### src/rtl/decoder_3to8.sv
// -----------------------------------------------------------------------------
// decoder_3to8
//
// Binary-to-one-hot decoder. An IN_W-bit select index drives exactly one of
// OUT_W = 2**IN_W lines to the active level. Two views of the decode are
// provided: a purely combinational one and a copy registered on the rising
// clock edge, accompanied by a valid flag that records whether the enable was
// high in the sampled cycle.
//
// Parameters
//   IN_W    : width of the select index (legal range 1..6)
//   OUT_W   : number of output lines, always 2**IN_W (leave at default)
//   ACT_LOW : 1 inverts both outputs so the selected line is low and the
//             idle level is all-ones
//
// Ports
//   clk     : rising-edge clock
//   rst_n   : asynchronous active-low reset
//   en      : decode enable, 0 forces every line inactive
//   a       : binary select index
//   y_comb  : combinational one-hot decode of a
//   y       : registered decode, one cycle behind y_comb
//   y_vld   : y holds a decode taken from a cycle where en was 1
// -----------------------------------------------------------------------------
module decoder_3to8 #(
   parameter int IN_W    = 3,
   parameter int OUT_W   = 2 ** IN_W,
   parameter bit ACT_LOW = 1'b0
) (
   input  logic             clk,
   input  logic             rst_n,
   input  logic             en,
   input  logic [IN_W-1:0]  a,
   output logic [OUT_W-1:0] y_comb,
   output logic [OUT_W-1:0] y,
   output logic             y_vld
);

   // Level every line sits at when nothing is selected.
   localparam logic [OUT_W-1:0] Y_IDLE = ACT_LOW ? {OUT_W{1'b1}} : {OUT_W{1'b0}};

   logic [OUT_W-1:0] one_hot;
   logic             hit;

   // Active-high one-hot decode. Each line compares the index against its
   // own position; when no line matches (only possible when a carries X/Z in
   // simulation) the whole vector goes to X so an unknown index can never
   // look like a legal selection. Synthesis treats that branch as a
   // don't-care because a known index always hits exactly one line.
   always_comb begin
      one_hot = '0;
      hit     = 1'b0;
      if (en) begin
         for (int i = 0; i < OUT_W; i++) begin
            case (a)
               IN_W'(i): begin
                  one_hot[i] = 1'b1;
                  hit        = 1'b1;
               end
               default: ;
            endcase
         end
         if (!hit) begin
            one_hot = 'x;
         end
      end
   end

   // Polarity is applied once here so the registered copy inherits it.
   assign y_comb = ACT_LOW ? ~one_hot : one_hot;

   // One-cycle registered copy of the decode. There is no hold: a cycle with
   // en low produces an idle y and a cleared y_vld on the following edge.
   // Reset drops both immediately, without waiting for a clock edge.
   always_ff @(posedge clk or negedge rst_n) begin
      if (!rst_n) begin
         y     <= Y_IDLE;
         y_vld <= 1'b0;
      end else begin
         y     <= y_comb;
         y_vld <= en;
      end
   end

endmodule

### config.mk
export PLATFORM = sky130hd
export DESIGN_NAME = decoder_3to8
export DESIGN_NICKNAME = d
export VERILOG_FILES = /design/src/rtl/decoder_3to8.sv
export SDC_FILE = /design/constraint.sdc
export NUM_CORES = 1
export LEC_CHECK = 0
export BUFFER_PORTS_ARGS = -buffer_cell sky130_fd_sc_hd__buf_4
export CAP_MARGIN = 5
export CORE_AREA = 2 2 39 41
export DETAILED_ROUTE_END_ITERATION = 12
export DIE_AREA = 0 0 41 43
export HOLD_SLACK_MARGIN = 0.02
export PLACE_DENSITY = 0.62
export SLEW_MARGIN = 20
export SYNTH_ARGS = -nofsm -noshare
export SYNTH_HDL_FRONTEND = slang
export SYNTH_SLANG_ARGS = --single-unit
### constraint.sdc
create_clock -name clk -period 0.8 [get_ports clk]
set_clock_uncertainty 0.1 [all_clocks]
set_input_delay 0 -clock clk [delete_from_list [all_inputs] [get_ports clk]]
set_output_delay 0 -clock clk [all_outputs]
set_load 0.1 [all_outputs]
[Word-level counts from Yosys, hierarchy flattened]
Cells that the tools add are included.
Word-level totals
  bits in registers: 9
  latch bits: 0
  bits in writable memories: 0
  ROM bits: 0
  bits of input ports: 6
  output and inout port bits: 17
  word-level logic and storage cells: 28
  memories: 0
Cells by class
  add/subtract/negate cells: 0
  multiply operators: 0
  divide/modulo/power cells: 0
  order comparisons: 0
  equal/unequal tests: 7
  shift-type cells: 0
  multiplexer cells: 18
  bitwise logic cells: 0
  reduce and logical (&&, ||, !) cells: 1
Operator list (count)
  1-bit 2-to-1 mux: 16
  8-bit 2-to-1 mux: 2
  3-bit equality test, second input constant: 4
  3-bit by 2-bit equality test with 1-bit output, second input constant: 2
  3-bit by 1-bit equality test with 1-bit output, second input constant: 1
  3-bit logical NOT: 1

[Logic depth before layout (Yosys ltp)]
Gate-level depths: netlist of run 1.
  depth after elaboration: 12
  depth in mapped cells: 1
  gate-level depth less buffers: 1

[Least setup slack after synthesis of run 1]
Ideal clock, no wire load.
  path kind: input port to flip-flop
  from: in a[0]
  to: reg y[0]
  setup time: 306 ps
  data arrival time: 1786 ps
  data required time: 394 ps
  path slack: -1392 ps
  stages on the path: 1
  path buffers: 0
  cells stage by stage: nor4b_2
On the way
  longest elaborated chain between the ends: 4
Ends and longest elaborated chain
  start: declaration: RTL line 33  | input logic [IN_W-1:0] a,
  3-bit logical NOT: RTL line 55  | case (a)
  1-bit 2-to-1 mux: RTL line 55
  8-bit 2-to-1 mux: RTL line 63  | if (!hit) begin
  8-bit 2-to-1 mux: RTL line 53  | if (en) begin
  end signal: assignment: RTL line 80  | y <= y_comb;
  end: declaration: RTL line 35  | output logic [OUT_W-1:0] y,
Every way passes these cells. The select of a mux whose other input is x is not followed.

[Final worst setup path of run 1]
  from: reg y[3]
  to: out y[3]
No word-level cell between the ends.

==> results.cfg, run 1 <==
[clock_network]
cts_tree = done
clkSlewWorstSetupHoldPaths_ps = 60
clockBufferDepth = 2
postCtsHoldBufs = 1
clockRootBuffer = clkbuf_4
h-tree-depth = 1
clkSinkCount = 9
cts_buffers = 3

[global_routing]
grt_start_max_net_pins = 10
grt-ovfl-total = 0
grtUsageTotal_pct = 10.58
grt_first_pass_wirelength_um = 1193
grt_pass1_vias = 254
antenna_found_initial = 0

[synthesis]
synth_seq_cells = 9
syn_area_um2 = 321.6
yosysSeqAreaShare_pct = 70.04
ys_types = 5
synth_area_per_cell_um2 = 18.92
syn_inst = 17
yosysWarnings = 0
syn_nets = 23

[place]
hpwl_um = 606.5
gp_congestion = 0.7113
pre_cts_slack_ps = -71.19
io_buffers = 22
placedCellCount = 55

[critical_path]
worstPathRequired_ps = 700
worstSetupStartpoint = y[3]$_DFF_PN0_
cp_num_buf_inv = 1
cpPeakStageDelay_ps = 400
crit_type = flop to primary output
endpoint_kind = primary output
timing.critical_path.to = y[3]
crit_cells = 1
cp_top_family = flip-flops
worstPathCellList = buf_6
crit_fanout = 1
cp_slowest_cell = dfrtp_2
critPathArrivalTime_ps = 840
crit_path_start_kind = flop

[timing]
fin_setup_tns_ps = -1137
fmax_ghz = 1.069
finalSetupViolCount = 9
fin_ws_ps = -135.4
period_needed_ps = 935.4
hold_viol = 7
rsz0062_at_grt = yes
holdWs_ps = -171.0
fin_crit_sh_pct = 116.9
slew_viol_final = 0
worst-slew-pin-transition_ps = 280.5
relSlewSlack_pct = 81.45

[pwr]
p_sw_share_pct = 32.83
switchingPower_w = 0.0003794
combPwrFrac_pct = 29.6
p_seq_share_pct = 41.4
power_density_mw_per_mm2 = 1592
internal_power_w = 0.0007761
power_leakage_nw = 0.3204
pwr-share-clk_pct = 29.0
ir_worst_vdd_v = 0.0007224

[route]
first_iter_violations = 0
avgViaCountPerCell = 4.262
ant_nets = 0
route.detailed.drc = 0
vias = 260
wl_per_cell_um = 12.61
wl_um = 769
drt-pass1-iter-count = 1

[flow_run]
cap_violations = 0

[final_layout]
synthToLayoutAreaGrowth_pct = 125.7
num_antenna_cells = 0
nFillCells = 110
seqCellArea_um2 = 235.2
fin_cells = 61
fin_util_pct = 52.44
multi_input_area_um2 = 125.1
nets = 52
drive_above_1_share_pct = 93.33

[floorplan]
die_area_mm2 = 0.001763
row_count = 14
initial_core_util_pct = 23.24
fp.dieW_um = 41
die_h_um = 43
ioPinCount = 23
core_area_mm2 = 0.001384

[run_status]
status = finished with violations
violations = hold timing, setup timing

[min_path]
hp-class = primary input to flop
holdPathStages = 1
state kept, by name, indices dropped and copies added (netlist names):
signal	flops
y_vld	1
y	8
layout make-up:
cell class                 count  area share [%]
tap                           16           2.759
timing repair buffer          24           43.97
multi-input combinational      8           17.24
clock buffer                   4           3.621
sequential                     9           32.41
power by group through the flow:
| stage | clock, W | sequential, W | combinational [W] |
|---|---|---|---|
| after floorplan | 0 | 0.000579 | 0.000108 |
| after global placement | 0 | 0.000481 | 0.000291 |
| after detailed placement | 0 | 0.000481 | 0.000294 |
| after CTS | 0.000349 | 0.000477 | 0.000328 |
| after global routing | 0.000383 | 0.000479 | 0.000352 |
| final | 0.000335 | 0.000479 | 0.000342 |
routing by layer:
layer	track usage (%)	up-vias	share of wire, %
li1	-	125	-
met1	11.74	122	35
met2	15.94	11	56
met3	3.141	2	6.1
met4	8.000	0	1.8
met5	0	-	0
per-stage QoR:
stage	instance area [um^2]	power (W)	hold WS, ps
finish	725.7	0.001155	-171.0
global route	725.7	0.001215	-181.3
CTS	684.4	0.001154	-179.2
detailed placement	545.5	0.0007757	-271.7
global placement	545.5	0.0007722	-276.7
floorplan	360.3	0.0006867	-395.6
Yosys cell counts:
cell,number,area (um^2)
and4_2,1,10.01
and4b_2,3,33.78
and4bb_2,3,37.54
dfrtp_1,9,225.2
nor4b_2,1,15.01
worst min path at each step:
stage / from / to
after global placement: rst_n / y[0]$_DFF_PN0_
final: en / y_vld$_DFF_PN0_
after CTS: en / y_vld$_DFF_PN0_
after detailed placement: rst_n / y[0]$_DFF_PN0_
after global routing: en / y_vld$_DFF_PN0_
after floorplan: rst_n / y[0]$_DFF_PN0_
layout by cell type (no fill, tap or decap):
master,netlist,final
dfrtp_2,0,8
and4_4,0,1
nor4b_4,0,1
dlygate4sd3_1,0,1
clkbuf_4,0,3
buf_6,0,5
and4b_4,0,3
dfrtp_1,9,1
and4bb_4,0,3
buf_4,0,5
clkbuf_1,0,1
buf_8,0,9
buf_12,0,4
cells by family after synthesis:
kind of cell	after synthesis	synth area share [%]
simple gates	8	29.96
flops	9	70.04
repair_timing:
| action | in CTS | in global routing |
|---|---|---|
| pin swaps | 1 | 1 |
| setup endpoints to repair | 16 | 13 |
| resized for setup | 27 | 8 |
| setup buffers | 0 | 1 |
| hold endpoints to repair | 17 | 9 |
Power figures use the tool's default switching activity.
==> run 2, diff against run 1 <==
--- a/config.mk
+++ b/config.mk
@@ -7,9 +7,9 @@
 export LEC_CHECK = 0
 export BUFFER_PORTS_ARGS = -buffer_cell sky130_fd_sc_hd__buf_4
 export CAP_MARGIN = 5
-export CORE_AREA = 2 2 39 41
+export CORE_AREA = 5 5 42 44
 export DETAILED_ROUTE_END_ITERATION = 12
-export DIE_AREA = 0 0 41 43
+export DIE_AREA = 0 0 47 49
 export HOLD_SLACK_MARGIN = 0.02
 export PLACE_DENSITY = 0.62
 export SLEW_MARGIN = 20
==> constraint.sdc (replaced) <==
create_clock -name clk -period 1 [get_ports clk]
set_clock_uncertainty 0.1 [all_clocks]
set_input_delay 0 -clock clk [delete_from_list [all_inputs] [get_ports clk]]
set_output_delay 0 -clock clk [all_outputs]
set_load 0.1 [all_outputs]
==> results.cfg, run 2 (synthesized netlist as in run 1, its figures left out) <==
[route]
avgViaCountPerCell = 4.500
first_iter_violations = 1
route.detailed.drc = 0
drt-pass1-iter-count = 2
wl_per_cell_um = 14.19
ant_nets = 0
wl_um = 908
vias = 288

[critical_path]
worstPathCellList = buf_4
endpoint_kind = primary output
cpPeakStageDelay_ps = 320
worstPathRequired_ps = 900
crit_type = flop to primary output
critPathArrivalTime_ps = 870
cp_top_family = flip-flops
cp_slowest_cell = dfrtp_1
crit_path_start_kind = flop
crit_fanout = 1
cp_num_buf_inv = 1

[clock_network]
clkSlewWorstSetupHoldPaths_ps = 60
cts_tree = done
cts_buffers = 3
cts_setup_buffers = 0
clockRootBuffer = clkbuf_4
h-tree-depth = 1
clockBufferDepth = 2
clkSinkCount = 9

[global_routing]
grt_first_pass_wirelength_um = 1317
grt_start_max_net_pins = 10
grtUsageTotal_pct = 8.179
grt_pass1_vias = 290
antenna_found_initial = 0
grt-ovfl-total = 0

[final_layout]
fin_cells = 64
final_common_cell = buf_4
layout_common_cells = 20 x buf_4, 9 x dfrtp_1, 5 x dlygate4sd3_1
drive_above_1_share_pct = 68.75
multi_input_area_um2 = 105.1
reg_top3 = y: 8 flops, y_vld: 1 flops
largest_register_ffs = 8
largest_register = y
nFillCells = 137
synthToLayoutAreaGrowth_pct = 86.38
seqCellArea_um2 = 225.2
nets = 55
num_antenna_cells = 0
fin_area_um2 = 599.3

[pwr]
internal_power_w = 0.0005886
combPwrFrac_pct = 26.8
total_power_w = 0.0008957
ir_worst_vdd_v = 0.0005428
power_leakage_nw = 0.3175
power_density_mw_per_mm2 = 1494
p_sw_share_pct = 34.28
p_seq_share_pct = 42.1
pwr-share-clk_pct = 31.1
switchingPower_w = 0.0003071

[floorplan]
die_h_um = 49
row_count = 14
initial_core_util_pct = 22.95
fp.dieW_um = 47
core_area_mm2 = 0.001401
die_area_mm2 = 0.002303
ioPinCount = 23

[timing]
hold_viol = 0
period_needed_ps = 967.9
worst-slew-pin-transition_ps = 283.6
fmax_ghz = 1.033
fin_ws_ps = 32.08
slew_viol_final = 0
fin_crit_sh_pct = 96.79
finalSetupViolCount = 0
rsz0062_at_grt = no
relSlewSlack_pct = 81.25

[run_status]
status = completed

[place]
io_buffers = 22
gp_congestion = 0.6144
placedCellCount = 55
pre_cts_slack_ps = 142.5
placed_cell_area_um2 = 515.5

[flow_run]
cap_violations = 0

[min_path]
hp-class = primary input to flop
-- run 2: layout make-up --
type | count | share of cell area (%)
Sequential cell | 9 | 37.58
Timing Repair Buffer | 27 | 37.16
Multi-Input combinational cell | 8 | 17.54
Clock buffer | 4 | 4.384
Tap cell | 16 | 3.340
-- run 2: power groups by stage --
stage	Clock [W]	Sequential, W	Combinational, W
after floorplan	0	0.000461	0.0000797
after global routing	0.000305	0.000378	0.000250
after detailed placement	0	0.000383	0.000227
after CTS	0.000294	0.000377	0.000239
final	0.000279	0.000377	0.000240
after global placement	0	0.000383	0.000226
-- run 2: repair_timing --
action	4_1_cts	5_1_grt
setup endpoints to repair	0	2
resized for setup	0	2
endpoints found under the hold margin	12	0
hold buffers	5	0
-- run 2: routing by layer --
layer  wire, um  vias to the layer above  global-route usage [%]
met5          0                        -                       0
met4          0                        0                   4.147
met3        180                        0                   6.642
met2        356                       22                   9.276
met1        370                      136                   10.66
li1           -                      130                       -
-- run 2: metrics by stage --
step	hold slack (ps)	utilization (%)	TNS (ps)
after floorplan	-395.6	-	-648.2
after global placement	-272.5	36.79	0
after detailed placement	-271.4	36.79	0
after CTS	20.32	42.23	0
after global routing	42.51	42.77	0
final	29.02	42.77	0
-- run 2: final timing paths --
kind	start	endpoint	slack (ps)	depth (start not counted)
max	y[2]$_DFF_PN0_	y[2]	30	1
min	en	y[6]$_DFF_PN0_	30	2
min in group asynchronous	rst_n	y[6]$_DFF_PN0_	530	3
max in group asynchronous	rst_n	y[7]$_DFF_PN0_	120	3
==> run 3, diff against run 2 <==
--- a/config.mk
+++ b/config.mk
@@ -7,11 +7,13 @@
 export LEC_CHECK = 0
 export BUFFER_PORTS_ARGS = -buffer_cell sky130_fd_sc_hd__buf_4
 export CAP_MARGIN = 5
+export CELL_PAD_IN_SITES_DETAIL_PLACEMENT = 1
+export CELL_PAD_IN_SITES_GLOBAL_PLACEMENT = 1
 export CORE_AREA = 5 5 42 44
 export DETAILED_ROUTE_END_ITERATION = 12
 export DIE_AREA = 0 0 47 49
 export HOLD_SLACK_MARGIN = 0.02
-export PLACE_DENSITY = 0.62
+export PLACE_DENSITY = 0.75
 export SLEW_MARGIN = 20
 export SYNTH_ARGS = -nofsm -noshare
 export SYNTH_HDL_FRONTEND = slang
==> results.cfg, run 3 (synthesized netlist as in run 1, its figures left out) <==
[route]
first_iter_violations = 3
wl_per_cell_um = 14.70
avgViaCountPerCell = 4.438
drt-pass1-iter-count = 2
wl_um = 941
vias = 284
ant_nets = 0
route.detailed.drc = 0

[pwr]
power_density_mw_per_mm2 = 1462
switchingPower_w = 0.0003019
pwr-share-clk_pct = 30.4
internal_power_w = 0.0005905
p_seq_share_pct = 42.4
ir_worst_vdd_v = 0.0006425
p_sw_share_pct = 33.83
power_leakage_nw = 0.3198
combPwrFrac_pct = 27.2

[clock_network]
clockRootBuffer = clkbuf_4
clkSlewWorstSetupHoldPaths_ps = 60
h-tree-depth = 1
cts_setup_buffers = 0
cts_buffers = 3
clkSinkCount = 9
cts_tree = done
clockBufferDepth = 2

[final_layout]
fin_util_pct = 43.57
fin_area_um2 = 610.6
largest_register_ffs = 8
num_antenna_cells = 0
final_common_cell = buf_4
synthToLayoutAreaGrowth_pct = 89.88
layout_common_cells = 17 x buf_4, 9 x dfrtp_1, 5 x dlygate4sd3_1, 5 x buf_6
drive_above_1_share_pct = 68.75
nFillCells = 152
largest_register = y
reg_top3 = y: 8 flops, y_vld: 1 flops
nets = 55

[floorplan]
initial_core_util_pct = 22.95
fp.dieW_um = 47
core_area_mm2 = 0.001401
die_area_mm2 = 0.002303
row_count = 14
ioPinCount = 23
die_h_um = 49

[timing]
slew_viol_final = 0
rsz0062_at_grt = no
fin_ws_ps = 33.22
period_needed_ps = 966.8
fin_crit_sh_pct = 96.68
relSlewSlack_pct = 80.99
hold_viol = 0
fmax_ghz = 1.034
finalSetupViolCount = 0
worst-slew-pin-transition_ps = 287.5

[global_routing]
antenna_found_initial = 0
grt_start_max_net_pins = 10
grt_first_pass_wirelength_um = 1566
grt_pass1_vias = 345
grtUsageTotal_pct = 9.787
grt-ovfl-total = 0

[place]
pre_cts_slack_ps = 130.8
gp_congestion = 0.6715
io_buffers = 22
placed_cell_area_um2 = 515.5
hpwl_um = 723.3

[critical_path]
crit_path_start_kind = flop
crit_type = flop to primary output
cpPeakStageDelay_ps = 320
cp_top_family = flip-flops
worstPathRequired_ps = 900
endpoint_kind = primary output
cp_num_buf_inv = 1
cp_slowest_cell = dfrtp_1
worstPathCellList = buf_4
crit_fanout = 1
critPathArrivalTime_ps = 870

[run_status]
status = completed

[min_path]
holdPathStages = 2
hp-class = primary input to flop
hold_path_end = y[6]$_DFF_PN0_
min-delay-start = en

[flow_run]
cap_violations = 0
[run 3: changes by cell type in the layout (fill, tap and decap cells not counted)]
cell / delta
buf_6: +3
buf_4: -3
[run 3: what timing repair did]
| action | in CTS | in global routing |
|---|---|---|
| gates resized for setup | 1 | 4 |
| setup endpoints to repair | 1 | 4 |
| cloned | 0 | 0 |
| pin swaps | 0 | 0 |
| hold endpoints to repair | 12 | 0 |
| hold buffers | 5 | 0 |
[run 3: area by class of cell]
cell class	instances	area (um^2)	area share, %
multi-input cells	8	105.1	17.21
repair buffers	27	234.0	38.32
flip-flops and latches	9	225.2	36.89
well taps	16	20.02	3.279
clock buffers	4	26.28	4.303
[run 3: power by group through the flow]
stage	Combinational [W]	Clock [W]	Sequential, W
final	0.000242	0.000272	0.000378
after global routing	0.000252	0.000308	0.000379
after CTS	0.000242	0.000290	0.000378
after detailed placement	0.000229	0	0.000384
after global placement	0.000227	0	0.000384
after floorplan	0.0000797	0	0.000461
[run 3: worst max path at each step]
stage	from	endpoint	slack [ps]	depth (start not counted)
global route	y[4]$_DFF_PN0_	y[4]	0.8	1
finish	y[4]$_DFF_PN0_	y[4]	30	1
global placement	a[1]	y_comb[0]	150	3
CTS	y[4]$_DFF_PN0_	y[4]	10	1
detailed placement	a[1]	y_comb[0]	130	3
floorplan	a[1]	y[0]$_DFF_PN0_	-440	1
[run 3: routing by layer]
metal | share of wire, % | GRT usage [%] | routed length (um)
met5 | 0 | 0 | 0
met4 | 0 | 5.530 | 0
met3 | 17 | 6.642 | 163
met2 | 45 | 13.80 | 425
met1 | 37 | 10.56 | 352
[run 3: metrics by stage]
step / hold WS [ps] / setup TNS (ps) / total power (W) / cells
after floorplan: -395.6 / -648.2 / 0.0005406 / 17
after global placement: -270.8 / 0 / 0.0006106 / 55
after detailed placement: -269.8 / 0 / 0.0006129 / 55
after CTS: 28.30 / 0 / 0.0009094 / 64
after global routing: 42.31 / 0 / 0.0009387 / 64
final: 39.00 / 0 / 0.0008924 / 64
